### src/rtl/load_align_unit_pkg.sv
// Load-return shared definitions: funct3 codes, FSM states, size/sign decode.
// Latency: none (types and a pure function only).
// Backpressure: not applicable.
package ld_pkg;

    localparam logic [2:0] FNC_LB  = 3'b000;
    localparam logic [2:0] FNC_LH  = 3'b001;
    localparam logic [2:0] FNC_LW  = 3'b010;
    localparam logic [2:0] FNC_LD  = 3'b011;
    localparam logic [2:0] FNC_LBU = 3'b100;
    localparam logic [2:0] FNC_LHU = 3'b101;
    localparam logic [2:0] FNC_LWU = 3'b110;

    typedef enum logic [1:0] {
        ST_IDLE  = 2'd0,
        ST_WAIT0 = 2'd1,
        ST_WAIT1 = 2'd2,
        ST_RESP  = 2'd3
    } ld_state_e;

    // Decoded load shape; size is in bytes (1/2/4/8), zero when illegal.
    typedef struct packed {
        logic       legal;
        logic [3:0] size;
        logic       sign;
    } ld_dec_t;

    // LD and LWU exist only on a 64-bit datapath.
    function automatic ld_dec_t ld_decode(input logic [2:0] funct3, input int unsigned xlen);
        ld_dec_t d;
        d = '0;
        case (funct3)
            FNC_LB:  begin d.legal = 1'b1;           d.size = 4'd1; d.sign = 1'b1; end
            FNC_LH:  begin d.legal = 1'b1;           d.size = 4'd2; d.sign = 1'b1; end
            FNC_LW:  begin d.legal = 1'b1;           d.size = 4'd4; d.sign = 1'b1; end
            FNC_LD:  begin d.legal = (xlen == 64);   d.size = 4'd8; d.sign = 1'b1; end
            FNC_LBU: begin d.legal = 1'b1;           d.size = 4'd1; d.sign = 1'b0; end
            FNC_LHU: begin d.legal = 1'b1;           d.size = 4'd2; d.sign = 1'b0; end
            FNC_LWU: begin d.legal = (xlen == 64);   d.size = 4'd4; d.sign = 1'b0; end
            default: d = '0;
        endcase
        if (!d.legal) begin
            d = '0;
        end
        return d;
    endfunction

endpackage

### src/rtl/load_align_unit_extract.sv
// Field extractor: shifts a two-word little-endian window and sign/zero-extends the field.
// Latency: purely combinational.
// Backpressure: none; output follows inputs.
module ld_extract #(
    parameter int XLEN = 32,
    localparam int OFFW = $clog2(XLEN / 8)
) (
    input  logic [2*XLEN-1:0] window_i,
    input  logic [OFFW-1:0]   off_i,
    input  logic [3:0]        size_i,
    input  logic              sign_i,
    output logic [XLEN-1:0]   data_o
);

    logic [XLEN-1:0] field;
    logic [7:0]      fb;
    logic [15:0]     fh;
    logic [31:0]     fw;

    // Byte offset selects the field start; anything past one word is never needed.
    assign field = XLEN'(window_i >> {off_i, 3'b000});
    assign fb    = field[7:0];
    assign fh    = field[15:0];
    assign fw    = field[31:0];

    // Truncate to the access size, then extend to the full word.
    always_comb begin
        data_o = '0;
        case (size_i)
            4'd1:    data_o = sign_i ? XLEN'($signed(fb)) : XLEN'(fb);
            4'd2:    data_o = sign_i ? XLEN'($signed(fh)) : XLEN'(fh);
            4'd4:    data_o = sign_i ? XLEN'($signed(fw)) : XLEN'(fw);
            4'd8:    data_o = field;
            default: data_o = '0;
        endcase
    end

endmodule

### src/rtl/load_align_unit.sv
// Memory-stage load unit: one request at a time, 1 or 2 word reads, aligned/extended result.
// Latency: response 2 cycles after accept (3 if word-spanning, 1 on fault).
// Backpressure: result held in RESP until rsp_ready; req_ready only in IDLE.
module load_align_unit
    import ld_pkg::*;
#(
    parameter int XLEN        = 32,
    parameter bit MISALIGN_EN = 1'b1
) (
    input  logic            clk,
    input  logic            rst,
    input  logic            req_valid,
    output logic            req_ready,
    input  logic [2:0]      req_funct3,
    input  logic [XLEN-1:0] req_addr,
    output logic            mem_ren,
    output logic [XLEN-1:0] mem_addr,
    input  logic [XLEN-1:0] mem_rdata,
    output logic            rsp_valid,
    input  logic            rsp_ready,
    output logic [XLEN-1:0] rsp_data,
    output logic            rsp_fault
);

    localparam int WB   = XLEN / 8;
    localparam int OFFW = $clog2(WB);

    ld_state_e       state_q;
    logic [OFFW-1:0] off_q;
    logic [3:0]      size_q;
    logic            sign_q;
    logic            span_q;
    logic [XLEN-1:0] base_q;
    logic [XLEN-1:0] lo_q;
    logic            rsp_valid_q;
    logic [XLEN-1:0] rsp_data_q;
    logic            rsp_fault_q;

    ld_dec_t         dec;
    logic [OFFW-1:0] req_off;
    logic [XLEN-1:0] req_base;
    logic            req_misaligned;
    logic            req_spanning;
    logic            req_fault;
    logic [2*XLEN-1:0] window;
    logic [XLEN-1:0] ext_data;

    // Request decode is only meaningful while IDLE; it feeds the accept decision.
    assign dec            = ld_decode(req_funct3, XLEN);
    assign req_off        = req_addr[OFFW-1:0];
    assign req_base       = {req_addr[XLEN-1:OFFW], {OFFW{1'b0}}};
    assign req_misaligned = (({{(4-OFFW){1'b0}}, req_off} & (dec.size - 4'd1)) != 4'd0);
    assign req_spanning   = ((5'(req_off) + 5'(dec.size)) > 5'(WB));
    assign req_fault      = !dec.legal || (req_misaligned && (MISALIGN_EN == 1'b0));

    assign req_ready = (state_q == ST_IDLE) && !rst;
    assign rsp_valid = rsp_valid_q;
    assign rsp_data  = rsp_data_q;
    assign rsp_fault = rsp_fault_q;

    // Reads go out in the accepting IDLE cycle and in WAIT0 of a spanning access only.
    always_comb begin
        mem_ren  = 1'b0;
        mem_addr = '0;
        if (!rst) begin
            if (state_q == ST_IDLE && req_valid && !req_fault) begin
                mem_ren  = 1'b1;
                mem_addr = req_base;
            end else if (state_q == ST_WAIT0 && span_q) begin
                mem_ren  = 1'b1;
                mem_addr = base_q + XLEN'(WB);
            end
        end
    end

    // In WAIT1 the high word arrives live on mem_rdata; otherwise the field lies in one word.
    always_comb begin
        window = {{XLEN{1'b0}}, mem_rdata};
        if (state_q == ST_WAIT1) begin
            window = {mem_rdata, lo_q};
        end
    end

    ld_extract #(
        .XLEN(XLEN)
    ) u_extract (
        .window_i (window),
        .off_i    (off_q),
        .size_i   (size_q),
        .sign_i   (sign_q),
        .data_o   (ext_data)
    );

    // Control FSM with request latch, low-word capture and registered response.
    always_ff @(posedge clk) begin
        if (rst) begin
            state_q     <= ST_IDLE;
            off_q       <= '0;
            size_q      <= '0;
            sign_q      <= 1'b0;
            span_q      <= 1'b0;
            base_q      <= '0;
            lo_q        <= '0;
            rsp_valid_q <= 1'b0;
            rsp_data_q  <= '0;
            rsp_fault_q <= 1'b0;
        end else begin
            case (state_q)
                ST_IDLE: begin
                    if (req_valid) begin
                        if (req_fault) begin
                            rsp_valid_q <= 1'b1;
                            rsp_data_q  <= '0;
                            rsp_fault_q <= 1'b1;
                            state_q     <= ST_RESP;
                        end else begin
                            off_q   <= req_off;
                            size_q  <= dec.size;
                            sign_q  <= dec.sign;
                            span_q  <= req_spanning;
                            base_q  <= req_base;
                            state_q <= ST_WAIT0;
                        end
                    end
                end
                ST_WAIT0: begin
                    lo_q <= mem_rdata;
                    if (span_q) begin
                        state_q <= ST_WAIT1;
                    end else begin
                        rsp_valid_q <= 1'b1;
                        rsp_data_q  <= ext_data;
                        rsp_fault_q <= 1'b0;
                        state_q     <= ST_RESP;
                    end
                end
                ST_WAIT1: begin
                    rsp_valid_q <= 1'b1;
                    rsp_data_q  <= ext_data;
                    rsp_fault_q <= 1'b0;
                    state_q     <= ST_RESP;
                end
                ST_RESP: begin
                    if (rsp_ready) begin
                        rsp_valid_q <= 1'b0;
                        state_q     <= ST_IDLE;
                    end
                end
                default: state_q <= ST_IDLE;
            endcase
        end
    end

endmodule

### config.mk
export PLATFORM = sky130hd
export DESIGN_NAME = load_align_unit
export DESIGN_NICKNAME = d
export VERILOG_FILES = /design/src/rtl/load_align_unit_pkg.sv /design/src/rtl/load_align_unit_extract.sv /design/src/rtl/load_align_unit.sv
export SDC_FILE = /design/constraint.sdc
export NUM_CORES = 1
export LEC_CHECK = 0
export ABC_AREA = 1
export BUFFER_PORTS_ARGS = -buffer_cell sky130_fd_sc_hd__buf_2
export CAP_MARGIN = 20
export CELL_PAD_IN_SITES_DETAIL_PLACEMENT = 1
export CELL_PAD_IN_SITES_GLOBAL_PLACEMENT = 1
export CORE_MARGIN = 2
export CORE_UTILIZATION = 31
export DETAILED_ROUTE_END_ITERATION = 16
export PLACE_DENSITY = 0.79
export SETUP_SLACK_MARGIN = 0.15
export SYNTH_ARGS = -nofsm -noshare
export SYNTH_HDL_FRONTEND = slang
export SYNTH_HIERARCHICAL = 1
export SYNTH_SLANG_ARGS = --single-unit
### constraint.sdc
create_clock -name clk -period 5.2 [get_ports clk]
set_input_delay 1.04 -clock clk [delete_from_list [all_inputs] [get_ports clk]]
set_output_delay 1.04 -clock clk [all_outputs]
set_load 0.01 [all_outputs]
==> results of run 1 <==
## sequential cells by signal, indices dropped and copies added (netlist names)
register and cells:
off_q 2, rsp_data 32, rsp_fault 1, rsp_valid 1, size_q 4, lo_q 32, sign_q 1, state_q 2
base_q 30, span_q 1
## cells in the final DEF, fill, tap and decap left out, drive strengths merged, types with 2 or more instances in the layout
cell type / count
conb: 2
a21oi: 148
nor2: 82
nand4: 9
clkinv: 3
clkbuf: 9
o21ai: 97
xor2: 3
xnor2: 2
o211ai: 3
ha: 8
clkinvlp: 2
nand2: 436
nand3: 84
or2: 4
buf: 143
dfxtp: 106
inv: 160
## per-stage QoR
| stage | utilization | setup slack (ns) |
|---|---|---|
| 5_1_grt | 0.361 | 1.02 |
| 4_1_cts | 0.361 | 1.21 |
| 6_report | 0.361 | 1.19 |
| 3_5_place_dp | 0.348 | 1.21 |
| 3_3_place_gp | 0.348 | 1.30 |
| 2_1_floorplan | - | 2.18 |
## routing by layer
layer / wire [µm] / vias to the layer above / track usage
li1: - / 3996 / -
met1: 10800 / 3746 / 0.248
met2: 11800 / 157 / 0.353
met3: 997 / 31 / 0.0316
met4: 681 / 0 / 0.0756
met5: 0 / - / 0
## worst register-to-register path, cell delays in order (launching register included)
cell     delay (ns)
dfxtp_1        0.35
inv_1          0.11
ha_2           0.85
buf_4          0.44
nand2_1        0.09
o21ai_0        0.16
o21ai_0        0.13
o21ai_0        0.30
nand2_1        0.09
nand2_1        0.06
nand2_1        0.08
a21oi_1        0.16
## where the power goes
part           switching [mW]  internal, mW  leakage, nW  total [mW]
combinational            1.03         0.426         2.92        1.45
sequential              0.115         0.979        0.865        1.09
clock                   0.333         0.373        0.138       0.706
## worst paths after layout
check | start | to
hold reg to reg | rsp_data[1] | rsp_data[1]
setup / recovery | req_funct3[0] | mem_addr[12]
hold / removal | rsp_data[1] | rsp_data[1]
setup reg to reg | state_q[0] | rsp_data[12]
## final cells by class
| class | count | area, µm² | share of cell area |
|---|---|---|---|
| clock buffer | 9 | 225 | 0.0275 |
| clock inverter | 6 | 67.6 | 0.00825 |
| inverter | 160 | 601 | 0.0733 |
| multi-input combinational | 886 | 4080 | 0.498 |
| sequential | 106 | 2120 | 0.259 |
| tap | 285 | 357 | 0.0435 |
| timing repair buffer | 143 | 736 | 0.0898 |
==> summary.txt, run 1 <==
Floorplan
  • Horiz. Die Dim: 156 µm
  • Die Y: 156 µm
  • I/O pin count: 139
  • Total core area: 22700 µm²
  • Initial Utilization: 0.316
  • Die ar.: 24400 µm²
  • Cell row count: 55

Clocking
  • Clock transition at path regs: 0.07 ns
  • CTS max path bufs: 2
  • H-tree Lvls: 3
  • Post-CTS Resized: 0
  • Hold Buf Count CTS: 0
  • CTS tree: done
  • Root Buffer: clkbuf_16
  • Clk sink count: 106
  • Clk_lat worst skew: around 0.36 ns
  • Buffers inserted by post-CTS timing repair: 0
  • Num CTS Buffers: 9

STA
  • Endpoints failing setup: 0
  • Crit share post-route: 0.772
  • Post-Route Setup TNS: 0 ns
  • Worst hold slack: 0.462 ns
  • Max Transition Viols Final: 0
  • Period minus WS final: around 4 ns
  • Slew headroom: 0.321
  • Peak Freq: 0.249 GHz
  • Worst Tran Pin Value: 1.02 ns
  • Layout Skew: 0.00874 ns
  • RSZ-0062 raised after global routing: no
  • Final Hold Fails: 0

Placed design
  • I/O Buffers: roughly 140
  • Placed insts: 1580
  • Global placement routability congestion: 0.865
  • Dpl hpwl: about 18 mm
  • Post-DP Area: approximately 8000 µm²

Power and ir drop
  • Worst ir drop on vdd: roughly 0.18 mV
  • Total power: ~3.3 mW
  • Pwr dens: 397 nW/µm²
  • Leakage: 3.92 nW

Critical path
  • Critical path depth in cells: 9
  • Startpoint types: primary input
  • WP buf/inv: 4
  • Reg2reg path depth: 11
  • Crit Path Category: primary input to output pin
  • R2r setup slk: 2.29 ns
  • CP cell instances: buf_2 > o21ai_2 > nand3_1 > nand3_1 > buf_4 > clkinv_1 > o211ai_1 > a21oi_1 > buf_2
  • Delay-heaviest family, CP: buffers and inverters
  • Max stage delay cell, worst path: clkinv_1
  • Critical Path Fanout Max: 18
  • Critical Path RT: 4.16 ns
  • CP max stage delay: approximately 0.5 ns
  • Kind of end point of the critical path: output pin
  • Arr. time, crit path: 2.97 ns

Final layout
  • Post-route cell area: 8190 µm²
  • Fillers: 3130
  • Layout Cells excl Fill: 1595
  • Area delta synth->final: 14.0%
  • Layout Nets: 1386
  • Diode count: 0
  • Share of cells above drive strength 1: 0.152

Routing
  • DR pass1 iterations: 5
  • WL per Instance: ~15 µm
  • Via Count: 7930
  • Total Wirelength: between 20 and 25 mm
  • Vias/cell: 4.97
  • DRC Markers: 0
  • Drt initial violations: 321
  • Antenna Violating Nets Remaining: 0

Synth
  • Synthesized area: between 7000 and 8000 µm²
  • Post-Syn Instances: about 1200
  • Avg Synthesized Cell Area: between 5 and 6 µm²
  • Yosys warnings: 6

Min path
  • Worst hold path type: flip-flop to flip-flop
  • Hold depth: 2

Global routing
  • Largest net degree at the start of global routing: 101
  • All-Layer GR Usage: 0.201
  • Initial antenna violation count: 0
  • Vias in the first global route: 7901
  • First-pass GRT wire length: just under 40 mm
  • Gr ovfl total: 0

Status
  • Status: completed

Run
  • MaxCap Viol Count: 0
No activity file was read; power rests on OpenSTA's default activity.
==> inputs of run 2 (changes only) <==
- ABC_AREA: 1 -> 0
- PLACE_DENSITY: 0.79 -> 0.77
- clock period: 5.2 -> 3.4 ns (I/O delays scaled with it)
==> summary.txt, run 2 <==
Status
  • Status: completed

Global routing
  • All-Layer GR Usage: 0.187
  • Initial antenna violation count: 3
  • First-pass GRT wire length: around 36 mm
  • Vias in the first global route: 6520
  • Largest net degree at the start of global routing: just over 50
  • Gr ovfl total: 0

Routing
  • Drt initial violations: between 200 and 300
  • Via Count: 6425
  • DR pass1 iterations: 4
  • Vias/cell: 5.37
  • DRC Markers: 0
  • Antenna Violating Nets Remaining: 0
  • Total Wirelength: 22.2 mm
  • WL per Instance: 18.6 µm

Clocking
  • Clk sink count: 106
  • CTS tree: done
  • Num CTS Buffers: 9
  • CTS max path bufs: 2
  • Buffers inserted by post-CTS timing repair: 0
  • H-tree Lvls: 3
  • Hold Buf Count CTS: 0
  • Root Buffer: clkbuf_16
  • Clk_lat worst skew: 0.36 ns
  • Clock transition at path regs: 0.08 ns

STA
  • Period minus WS final: 3.14 ns
  • RSZ-0062 raised after global routing: no
  • Worst hold slack: 0.449 ns
  • Post-Route Setup TNS: 0 ns
  • Final Hold Fails: 0
  • Layout Skew: 0.00934 ns
  • Slew headroom: 0.338
  • Worst Tran Pin Value: a little under 1 ns
  • Crit share post-route: 0.925
  • Endpoints failing setup: 0
  • Peak Freq: 0.318 GHz
  • Max Transition Viols Final: 0

Final layout
  • Share of cells above drive strength 1: 0.283
  • Layout Cells excl Fill: 1197
  • Layout Nets: between 900 and 1000
  • Final core utilization: 0.368
  • Multi-input gate area: about 4300 µm²
  • Commonest non-fill, non-tap cells in the layout: 135 x buf_2, 128 x nand2_1, 103 x dfxtp_1, 83 x nand3_1, 80 x a21oi_1
  • Area delta synth->final: 16.9%
  • Fillers: around 2700
  • Seq. cell area: 2130 µm²
  • Commonest non-fill, non-tap cell in the layout: buf_2

Critical path
  • CP max stage delay: 0.68 ns
  • WP buf/inv: 1
  • Critical Path RT: 2.72 ns
  • CP endpoint: mem_addr[30]
  • Delay-heaviest family, CP: simple AND/OR/NAND/NOR gates
  • R2r endpoint: rsp_data[8]
  • Crit Path Category: flip-flop to output pin
  • Kind of end point of the critical path: output pin
  • R2r setup slk: 0.64 ns
  • FF-to-FF Start: state_q[0]
  • Critical path depth in cells: 5
  • Reg2reg path depth: 8
  • CP cell instances: nand4_2 > or4_4 > o311a_1 > a211o_1 > buf_2
  • Max stage delay cell, worst path: or4_4
  • Critical Path Fanout Max: 13
  • Startpoint types: flip-flop
  • Arr. time, crit path: 2.46 ns
  • Critical path startpoint: base_q[16]

Floorplan
  • I/O pin count: 139
  • Total core area: about 22000 µm²
  • Initial Utilization: 0.314
  • Die Y: 153 µm
  • Cell row count: 54
  • Horiz. Die Dim: roughly 150 µm
  • Die ar.: 23300 µm²

Min path
  • Worst hold path type: flip-flop to flip-flop
  • Hold Startpoint: rsp_data[31]
  • Hold depth: 2

Synth
  • Post-Syn Instances: 810
  • Synthesized area: approximately 6800 µm²
  • Avg Synthesized Cell Area: between 8 and 9 µm²
  • Yosys warnings: 6

Placed design
  • Placed insts: 1177
  • Dpl hpwl: 16.6 mm
  • I/O Buffers: 136
  • Global placement routability congestion: approximately 0.85

Power and ir drop
  • Worst ir drop on vdd: 0.284 mV
  • Leakage: 3.11 nW
  • Pwr dens: ~600 nW/µm²

Run
  • MaxCap Viol Count: 0
==> run 2: power breakdown <==
| group | total (mW) | switching [mW] | internal (mW) |
|---|---|---|---|
| sequential | 1.58 | 0.160 | 1.42 |
| combinational | 2.08 | 1.20 | 0.875 |
| clock | 1.09 | 0.509 | 0.578 |
| total | 4.74 | 1.87 | 2.88 |
==> run 2: cell type report <==
cell class	instances	area share
clock buffers	9	0.0282
repair buffers	156	0.104
flip-flops and latches	106	0.266
multi-input cells	614	0.538
well taps	280	0.0438
inverters	21	0.00986
diodes	4	0.00125
clock inverters	7	0.00939
==> run 2: through the flow <==
step / power [mW] / setup slack [ns] / area, µm²
after global placement: 3.61 / 0.593 / 7670
after detailed placement: 3.67 / 0.535 / 7670
after floorplan: 3.11 / 0.698 / 6840
after CTS: 4.79 / 0.168 / 7980
after global routing: 5.05 / 0.164 / 7990
final: 4.74 / 0.256 / 8000
==> run 2: worst register-to-register path, cell delays in order (launching register included) <==
cell and delay [ns]:
dfxtp_1 0.33, inv_1 0.16, ha_2 0.32, mux2_2 0.42, mux4_2 0.53, nand4_2 0.41, o21ai_0 0.26, nand3_1 0.13
a21oi_1 0.07
==> run 2: how the worst min path moves through the flow <==
stage	to	slack (ns)
finish	rsp_data[31]	0.45
global route	rsp_data[1]	0.47
CTS	rsp_data[31]	0.45
detailed placement	rsp_data[1]	0.44
global placement	rsp_data[1]	0.44
floorplan	off_q[0]	0.45
==> run 2: repair_timing <==
| item | 4_1_cts | 5_1_grt |
|---|---|---|
| gates cloned | 0 | 0 |
| hold endpoints to repair | 0 | 0 |
| resized for setup | 2 | 5 |
| endpoints found under the setup margin | 5 | 11 |
==> run 2: metal layers <==
metal  global-route usage  part of all wire
met4               0.0322             0.011
met3               0.0421             0.049
met5                    0           0.00058
met1                0.237              0.44
met2                0.332              0.50
